$ cat config.mk
export PLATFORM = sky130hd
export DESIGN_NAME = trigger_readout_ctrl
export DESIGN_NICKNAME = d
export VERILOG_FILES = /design/src/rtl/trigger_readout_ctrl.sv
export SDC_FILE = /design/constraint.sdc
export NUM_CORES = 1
export LEC_CHECK = 0
export BUFFER_PORTS_ARGS = -buffer_cell sky130_fd_sc_hd__buf_2
export CAP_MARGIN = 20
export CORE_ASPECT_RATIO = 0.75
export CORE_UTILIZATION = 40
export DETAILED_ROUTE_END_ITERATION = 7
export SETUP_SLACK_MARGIN = 0.5
export SYNTH_ARGS = -nofsm -noshare
export SYNTH_HDL_FRONTEND = slang
export SYNTH_SLANG_ARGS = --single-unit
export TNS_END_PERCENT = 5
$ cat constraint.sdc
create_clock -name sampling_clk -period 6.18 [get_ports sampling_clk]
set_clock_uncertainty 0.1 [all_clocks]
set_input_delay 1.236 -clock sampling_clk [delete_from_list [all_inputs] [get_ports sampling_clk]]
set_output_delay 1.236 -clock sampling_clk [all_outputs]
set_load 0.1 [all_outputs]
$ cat src/rtl/trigger_readout_ctrl.sv
// trigger_readout_ctrl
// Buffers captured trigger IDs in a small circular FIFO and hands them one
// at a time to the SPI block. The active-low interrupt tells the MCU that an
// ID is waiting on spi_data. A completed SPI frame retires the entry. After
// each readout the interrupt stays high for a fixed holdoff gap. The block
// also raises a busy/veto output when the buffer is nearly full, and keeps a
// saturating count of dropped triggers.
module trigger_readout_ctrl #(
  parameter int DEPTH    = 8,   // power of 2, >= 4
  parameter int ID_WIDTH = 16,
  parameter int HOLDOFF  = 4    // >= 1
) (
  input  logic                     sampling_clk,
  input  logic                     reset,          // async, active-low
  input  logic                     trig_valid,
  input  logic [ID_WIDTH-1:0]      trig_id_in,
  input  logic                     veto_in,
  input  logic                     spi_frame_done,
  output logic [ID_WIDTH-1:0]      spi_data,
  output logic                     interrupt,
  output logic                     veto_out,
  output logic [$clog2(DEPTH):0]   fill_level,
  output logic [7:0]               drop_count
);

  localparam int AW = $clog2(DEPTH);
  localparam int FW = AW + 1;
  localparam int CW = $clog2(HOLDOFF + 1);

  localparam logic [FW-1:0] FULL_LVL  = FW'(DEPTH);
  localparam logic [FW-1:0] VETO_LVL  = FW'(DEPTH - 1);
  localparam logic [CW-1:0] HOLD_LOAD = CW'(HOLDOFF);

  typedef enum logic [1:0] {
    S_IDLE,
    S_LOAD,
    S_PRESENT,
    S_HOLDOFF
  } state_t;

  state_t              r_state;
  state_t              w_state_next;
  logic [CW-1:0]       r_hold_cnt;
  logic [CW-1:0]       w_hold_cnt_next;

  logic [ID_WIDTH-1:0] r_mem [DEPTH];
  logic [AW-1:0]       r_wr_ptr;
  logic [AW-1:0]       r_rd_ptr;
  logic [FW-1:0]       r_fill;
  logic [FW-1:0]       w_fill_next;

  logic [ID_WIDTH-1:0] r_spi_data;
  logic                r_interrupt;
  logic                r_veto;
  logic [7:0]          r_drop_count;

  logic                w_full;
  logic                w_push;
  logic                w_drop;
  logic                w_pop;

  // Full is judged on the registered occupancy, so a push that meets a full
  // buffer is lost even when a pop frees a slot on the same edge.
  assign w_full = (r_fill == FULL_LVL);
  assign w_push = trig_valid & ~veto_in & ~w_full;
  assign w_drop = trig_valid & ~w_push;
  assign w_pop  = spi_frame_done & (r_state == S_PRESENT);

  // Next occupancy; a simultaneous push and pop leaves it unchanged.
  always_comb begin
    w_fill_next = r_fill;
    case ({w_push, w_pop})
      2'b10:   w_fill_next = r_fill + FW'(1);
      2'b01:   w_fill_next = r_fill - FW'(1);
      default: w_fill_next = r_fill;
    endcase
  end

  // FIFO storage write port (no reset so it maps onto RAM).
  always_ff @(posedge sampling_clk) begin
    if (w_push) begin
      r_mem[r_wr_ptr] <= trig_id_in;
    end
  end

  // Pointers and occupancy; pointers wrap naturally since DEPTH is 2^AW.
  always_ff @(posedge sampling_clk or negedge reset) begin
    if (!reset) begin
      r_wr_ptr <= '0;
      r_rd_ptr <= '0;
      r_fill   <= '0;
    end else begin
      if (w_push) begin
        r_wr_ptr <= r_wr_ptr + AW'(1);
      end
      if (w_pop) begin
        r_rd_ptr <= r_rd_ptr + AW'(1);
      end
      r_fill <= w_fill_next;
    end
  end

  // Busy/veto follows the new occupancy so it changes with fill_level.
  always_ff @(posedge sampling_clk or negedge reset) begin
    if (!reset) begin
      r_veto <= 1'b0;
    end else begin
      r_veto <= (w_fill_next >= VETO_LVL);
    end
  end

  // Saturating count of triggers lost to veto_in or a full buffer.
  always_ff @(posedge sampling_clk or negedge reset) begin
    if (!reset) begin
      r_drop_count <= '0;
    end else if (w_drop && (r_drop_count != 8'hFF)) begin
      r_drop_count <= r_drop_count + 8'd1;
    end
  end

  // Readout sequencer next-state logic. The holdoff counter is loaded on
  // the pop and the state is left once it has counted down to zero.
  always_comb begin
    w_state_next    = r_state;
    w_hold_cnt_next = r_hold_cnt;
    case (r_state)
      S_IDLE: begin
        if (r_fill != '0) begin
          w_state_next = S_LOAD;
        end
      end
      S_LOAD: begin
        w_state_next = S_PRESENT;
      end
      S_PRESENT: begin
        if (spi_frame_done) begin
          w_state_next    = S_HOLDOFF;
          w_hold_cnt_next = HOLD_LOAD;
        end
      end
      S_HOLDOFF: begin
        if (r_hold_cnt == '0) begin
          w_state_next = (r_fill != '0) ? S_LOAD : S_IDLE;
        end else begin
          w_hold_cnt_next = r_hold_cnt - CW'(1);
        end
      end
      default: begin
        w_state_next = S_IDLE;
      end
    endcase
  end

  // Sequencer state and holdoff counter registers.
  always_ff @(posedge sampling_clk or negedge reset) begin
    if (!reset) begin
      r_state    <= S_IDLE;
      r_hold_cnt <= '0;
    end else begin
      r_state    <= w_state_next;
      r_hold_cnt <= w_hold_cnt_next;
    end
  end

  // Head entry is latched in LOAD and then held until the next LOAD, so the
  // MCU sees a stable word for the whole presentation and afterwards.
  always_ff @(posedge sampling_clk or negedge reset) begin
    if (!reset) begin
      r_spi_data <= '0;
    end else if (r_state == S_LOAD) begin
      r_spi_data <= r_mem[r_rd_ptr];
    end
  end

  // Interrupt registered from the next state to keep the pin glitch-free.
  always_ff @(posedge sampling_clk or negedge reset) begin
    if (!reset) begin
      r_interrupt <= 1'b1;
    end else begin
      r_interrupt <= (w_state_next != S_PRESENT);
    end
  end

  assign spi_data   = r_spi_data;
  assign interrupt  = r_interrupt;
  assign veto_out   = r_veto;
  assign fill_level = r_fill;
  assign drop_count = r_drop_count;

endmodule
== Word level (Yosys, flattened, before mapping) ==
Memories as Yosys holds them, arrays and structs flattened. A register that Yosys moved wholly into a read port is not among the register bits.
Cells that the tools add are included.

* Bits in writable memories: 128
* Flip-flop bits (word level): 25
* Output and inout port bits: 30
* Memories: 1

{| class="wikitable"
|+ Memory list
! name !! depth !! width !! read ports !! clocked after Yosys merged registers in !! write ports !! line !! RTL
|-
| r_mem || 8 || 16 || 1 || 1 || 1 || 46 || <nowiki>logic [ID_WIDTH-1:0] r_mem [DEPTH];</nowiki>
|}

* Multiplexer cells: 11
* Add/sub/neg operators: 6
* Order comparisons: 1
* Reduce and logical (&&, ||, !) cells: 7
* Equality and inequality tests: 10
* Bitwise logic cells: 7

{| class="wikitable"
|+ Operators with widths
! cell !! count
|-
| $add 8x1->8 const B || 1
|-
| $ne 8x8->1 const B || 1
|-
| $pmux 2 s4 || 1
|-
| $pmux 4 s2 || 1
|-
| $add 3x1->3 const B || 2
|-
| $eq 2x2->1 const B || 3
|-
| $mux 2 || 3
|-
| $mux 3 || 2
|-
| $ne 2x2->1 const B || 3
|-
| $pmux 3 s2 || 1
|-
| $add 4x1->4 const B || 1
|-
| $and 1x1->1 || 4
|-
| $eq 2x1->1 const B || 2
|-
| $eq 4x4->1 const B || 1
|-
| $ge 4x3->1 const B || 1
|-
| $reduce_bool 4->1 || 1
|-
| $sub 4x1->4 const B || 1
|-
| $logic_not 3->1 || 1
|-
| $mux 1 || 3
|-
| $not 1->1 || 3
|-
| $reduce_and 3->1 || 1
|-
| $sub 3x1->3 const B || 1
|-
| $logic_not 2->1 || 1
|-
| $reduce_bool 2->1 || 1
|-
| 2 further kinds || 2
|}

== Depth between registers and ports, before layout ==
* Word-level depth: 6
* Depth in mapped cells: 10
* Gate-level depth less buffers: 9

== Worst setup path after synthesis ==
OpenSTA, ideal clock, no wires.

* Kind: input-to-reg
* From: in veto_in
* To: mem r_mem[0][0] (enable)
* Arrival: 3.422 ns
* Setup slack: 2.227 ns
* Stages: 4
* Cell sequence: nand2b_1 -> nor2_1 -> clkinv_1 -> nor4_1

* Word-level cells in the longest chain between the ends: 5

{| class="wikitable"
|+ RTL lines
! element !! line !! RTL
|-
| start, declared || 17 || <nowiki>input logic veto_in,</nowiki>
|-
| $not 1->1 || 65 || <nowiki>assign w_push = trig_valid & ~veto_in & ~w_full;</nowiki>
|-
| $and 1x1->1 (2 in a row) || 65 ||
|-
| $mux 1 || 81 || <nowiki>if (w_push) begin</nowiki>
|-
| $mux 1 (not written as such) || 82 || <nowiki>r_mem[r_wr_ptr] <= trig_id_in;</nowiki>
|-
| end, declared || 46 ||
|}

No other way between the ends.

== Worst setup path in the final report ==
* From: in veto_in
* To: reg r_veto, in the netlist veto_out

* Word-level cells in the longest chain between the ends: 6

{| class="wikitable"
|+ RTL lines
! element !! line !! RTL
|-
| $not 1->1 * || 65 ||
|-
| $and 1x1->1 * (2 in a row) || 65 ||
|-
| $eq 2x1->1 or $eq 2x2->1 (tied branches) || 72 || <nowiki>case ({w_push, w_pop})</nowiki>
|-
| $pmux 4 s2 * || 72 ||
|-
| $ge 4x3->1 * || 108 || <nowiki>r_veto <= (w_fill_next >= VETO_LVL);</nowiki>
|-
| end signal, assigned || 108 ||
|-
| end, declared || 54 || <nowiki>logic r_veto;</nowiki>
|}

Mark *: on every way between the ends. The rest lies on a longest branch, timed or not.
A chain may end at the register's enable or synchronous reset.

==> qor.json <==
{
  "power.share.sequential_pct": 38.1,
  "path_class": "input port to flip-flop",
  "max-vdd-ir-drop_mv": 0.2428,
  "sequential_share_of_the_synthesized_area_pct": 72.60,
  "multi_input_area_um2": 1767,
  "cts_inserted_buffers": 17,
  "leakage_nw": 2.846,
  "regToRegEndpoint": "veto_out",
  "final_cell_count_no_fill": 662,
  "count_of_h_tree_levels_built_during_cts": 4,
  "initial_antenna_violation_count": 0,
  "crit_path_max_fanout": 9,
  "critPathCaptureType": "flip-flop",
  "post_synth.cell_area_avg_um2": 17.84,
  "fillerInstances": 1365,
  "timing.hold.worst.start": "spi_data[12]",
  "arrival_ns": 3.71,
  "start_kind": "input port",
  "portBuffers": 50,
  "syn-cell-area_um2": 6709,
  "floorplan.core_area_um2": 16220,
  "flow.area_growth_from_synthesis_pct": 17.14,
  "timing.reg2reg.setup_slack_ns": 3.14,
  "max_clock_freq_ghz": 0.2855,
  "setup-tns-final_ns": 0,
  "post_route_cells_drive_above_1_share_pct": 29.20,
  "timing.hold.worst.class": "flip-flop to flip-flop",
  "synth.ff_latch_count": 169,
  "pwr-share-clk_pct": 24.4,
  "power.combinational.fraction_pct": 37.6,
  "grt_max_degree": 42,
  "ant_nets": 0,
  "post_synthesis_net_count": 404,
  "period_share_pct": 56.68,
  "initial_core_util_pct": 41.37,
  "place_inst": 629,
  "finalWorstSetupSlack_ns": 2.677,
  "drc_errors": 0,
  "flip_flop_cell_with_the_highest_count_after_synthesis": "sky130_fd_sc_hd__edfxtp_1",
  "routed_wirelength_normalized_by_instance_count_um": 18.52,
  "finalSetupViolations": 0,
  "yosys-top-cells-count": "sky130_fd_sc_hd__edfxtp_1, sky130_fd_sc_hd__dfrtp_1, sky130_fd_sc_hd__nand2_1",
  "die_span_y_um": 114.2,
  "async_flop_share_pct": 24.26,
  "synth.top_cells.by_area": "sky130_fd_sc_hd__edfxtp_1, sky130_fd_sc_hd__dfrtp_1, sky130_fd_sc_hd__mux4_2",
  "synth_largest_type_area_fraction_pct": 57.29,
  "max-cap-violations": 0,
  "dieArea_um2": 17300,
  "site_row_count": 40,
  "grt_pass1_wl_mm": 19.49,
  "internal_power_mw": 2.564,
  "cts_resized": 0,
  "cts_setup_buffers": 0,
  "crit-reg2reg-launch": "fill_level[1]",
  "grt_setup_unrepaired": "false",
  "max-clock-path-buffers": 2,
  "gr-total-overflow": 0,
  "post_placement_setup_slack_ns": 2.260,
  "final_core_util_pct": 48.46,
  "worstHoldPathCells": 2,
  "report.final.slew_viol_count": 0,
  "ff2ff_path_depth": 8,
  "synth_cells": 376,
  "fin_area_um2": 7859,
  "gp_routability_congestion": 0.7813,
  "clockRootBuffer": "sky130_fd_sc_hd__clkbuf_16",
  "worst_skew_pair.late_latency_ns": 0.42,
  "route.vias.total": 3376,
  "netlist.top_cell.by_area": "sky130_fd_sc_hd__edfxtp_1",
  "synth_cell_type_count": 44,
  "top_level_ports": 51,
  "period_needed_ns": 3.503,
  "cts.sink_count": 169,
  "detail_route.iter0.violations": 175,
  "max-slew-margin-rel_pct": 42.56,
  "placement.cell_area_um2": 7258,
  "number_of_synthesized_flops_with_an_enable_pin": 128,
  "wirelength_mm": 12.26,
  "timing.final.hold_violations": 0,
  "power_density_nw_per_um2": 544.8,
  "p_sw_share_pct": 40.10,
  "post_drt_via_cell_ratio": 5.100,
  "holdPathEnd": "spi_data[12]",
  "first_global_vias": 3410,
  "count_of_hold_fix_buffers_inserted_at_cts": 0,
  "antennaDiodeCount": 0,
  "count_of_warnings_emitted_by_yosys": 0,
  "synthMostInstantiatedCell": "sky130_fd_sc_hd__edfxtp_1",
  "cp.required_ns": 6.39,
  "timing_worst_slew_pin_value_ns": 0.8615,
  "tritoncts": "done",
  "die_w_um": 151.5,
  "net_switching_mw": 1.717,
  "groute.usage.overall_pct": 15.84,
  "clk_transition_reported_paths_ns": 0.06,
  "finish.net_count": 467,
  "seq_area_um2": 4873,
  "detailedRoute.firstPassIterationCount": 4,
  "dp_hpwl_mm": 7.222,
  "outcome": "finished, final reports clean"
}
-- per-stage QoR --
stage	hold slack [ns]	total power, mW
after floorplan	0.3658	2.949
after global placement	0.3564	3.244
after detailed placement	0.3656	3.282
after CTS	0.3795	4.335
after global routing	0.3968	4.501
final	0.3676	4.281
-- power groups by stage --
stage / Combinational, mW / Clock, mW / Sequential [mW]
2_1_floorplan: 0.745 / 0 / 2.20
3_3_place_gp: 1.58 / 0 / 1.66
3_5_place_dp: 1.63 / 0 / 1.66
4_1_cts: 1.63 / 1.07 / 1.64
5_1_grt: 1.72 / 1.12 / 1.67
6_report: 1.61 / 1.04 / 1.63
-- cells by family after synthesis --
kind of cell	synth area share [%]
flip-flops	72.60
AND/OR/NAND/NOR	5.371
multiplexers	13.61
AO/OA/AOI/OAI	3.693
buffers and inverters	1.455
XOR/XNOR	1.958
adder cells (fa/ha/maj)	1.305
-- state kept, by name, summed over array words and instances, names as in the netlist --
signal	cells
r_mem	128
r_rd_ptr	3
veto_out	1
r_wr_ptr	3
r_hold_cnt	3
fill_level	4
interrupt	1
r_state	2
drop_count	8
spi_data	16
-- critical path, cell delays in order --
cell	delay, ns
sky130_fd_sc_hd__buf_2	0.10
sky130_fd_sc_hd__nand2b_1	0.20
sky130_fd_sc_hd__nor2_1	0.26
sky130_fd_sc_hd__clkinv_1	0.30
sky130_fd_sc_hd__ha_1	0.49
sky130_fd_sc_hd__or3_1	0.37
sky130_fd_sc_hd__or2_1	0.22
sky130_fd_sc_hd__o221ai_1	0.27
sky130_fd_sc_hd__a2bb2o_4	0.25
-- cell type report --
cell class / count / area share (%)
Clock buffer: 22 / 5.779
Clock inverter: 10 / 1.608
Inverter: 4 / 0.1911
Multi-Input combinational cell: 185 / 22.48
Sequential cell: 169 / 62.01
Tap cell: 210 / 3.343
Timing Repair Buffer: 62 / 4.585
-- worst max-delay path by stage --
stage | startpoint | endpoint | slack [ns] | cells past startpoint
finish | veto_in | veto_out | 2.68 | 9
global route | veto_in | veto_out | 2.54 | 9
CTS | veto_in | veto_out | 2.70 | 9
detailed placement | veto_in | veto_out | 2.26 | 9
global placement | veto_in | veto_out | 2.42 | 9
floorplan | veto_in | r_mem[0][0] | 2.23 | 4
-- layer usage --
layer | GRT usage, % | vias up | routed length (um)
li1 | - | 1590 | -
met1 | 21.37 | 1690 | 5406
met2 | 24.47 | 81 | 5965
met3 | 4.622 | 15 | 719
met4 | 5.743 | 0 | 166
met5 | 0 | - | 0
-- layout by cell type, fill, tap and decap left out, drive strengths merged, types with 6 or more instances in the layout --
cell type,n
edfxtp,128
nand2b,6
dfrtp,40
nand2,34
nor2,11
mux4,32
mux2i,17
buf,62
xnor2,10
clkinv,6
nor3,6
clkbuf,22
o21ai,23
ha,7
Note: power is estimated with default switching activity, not from simulation.
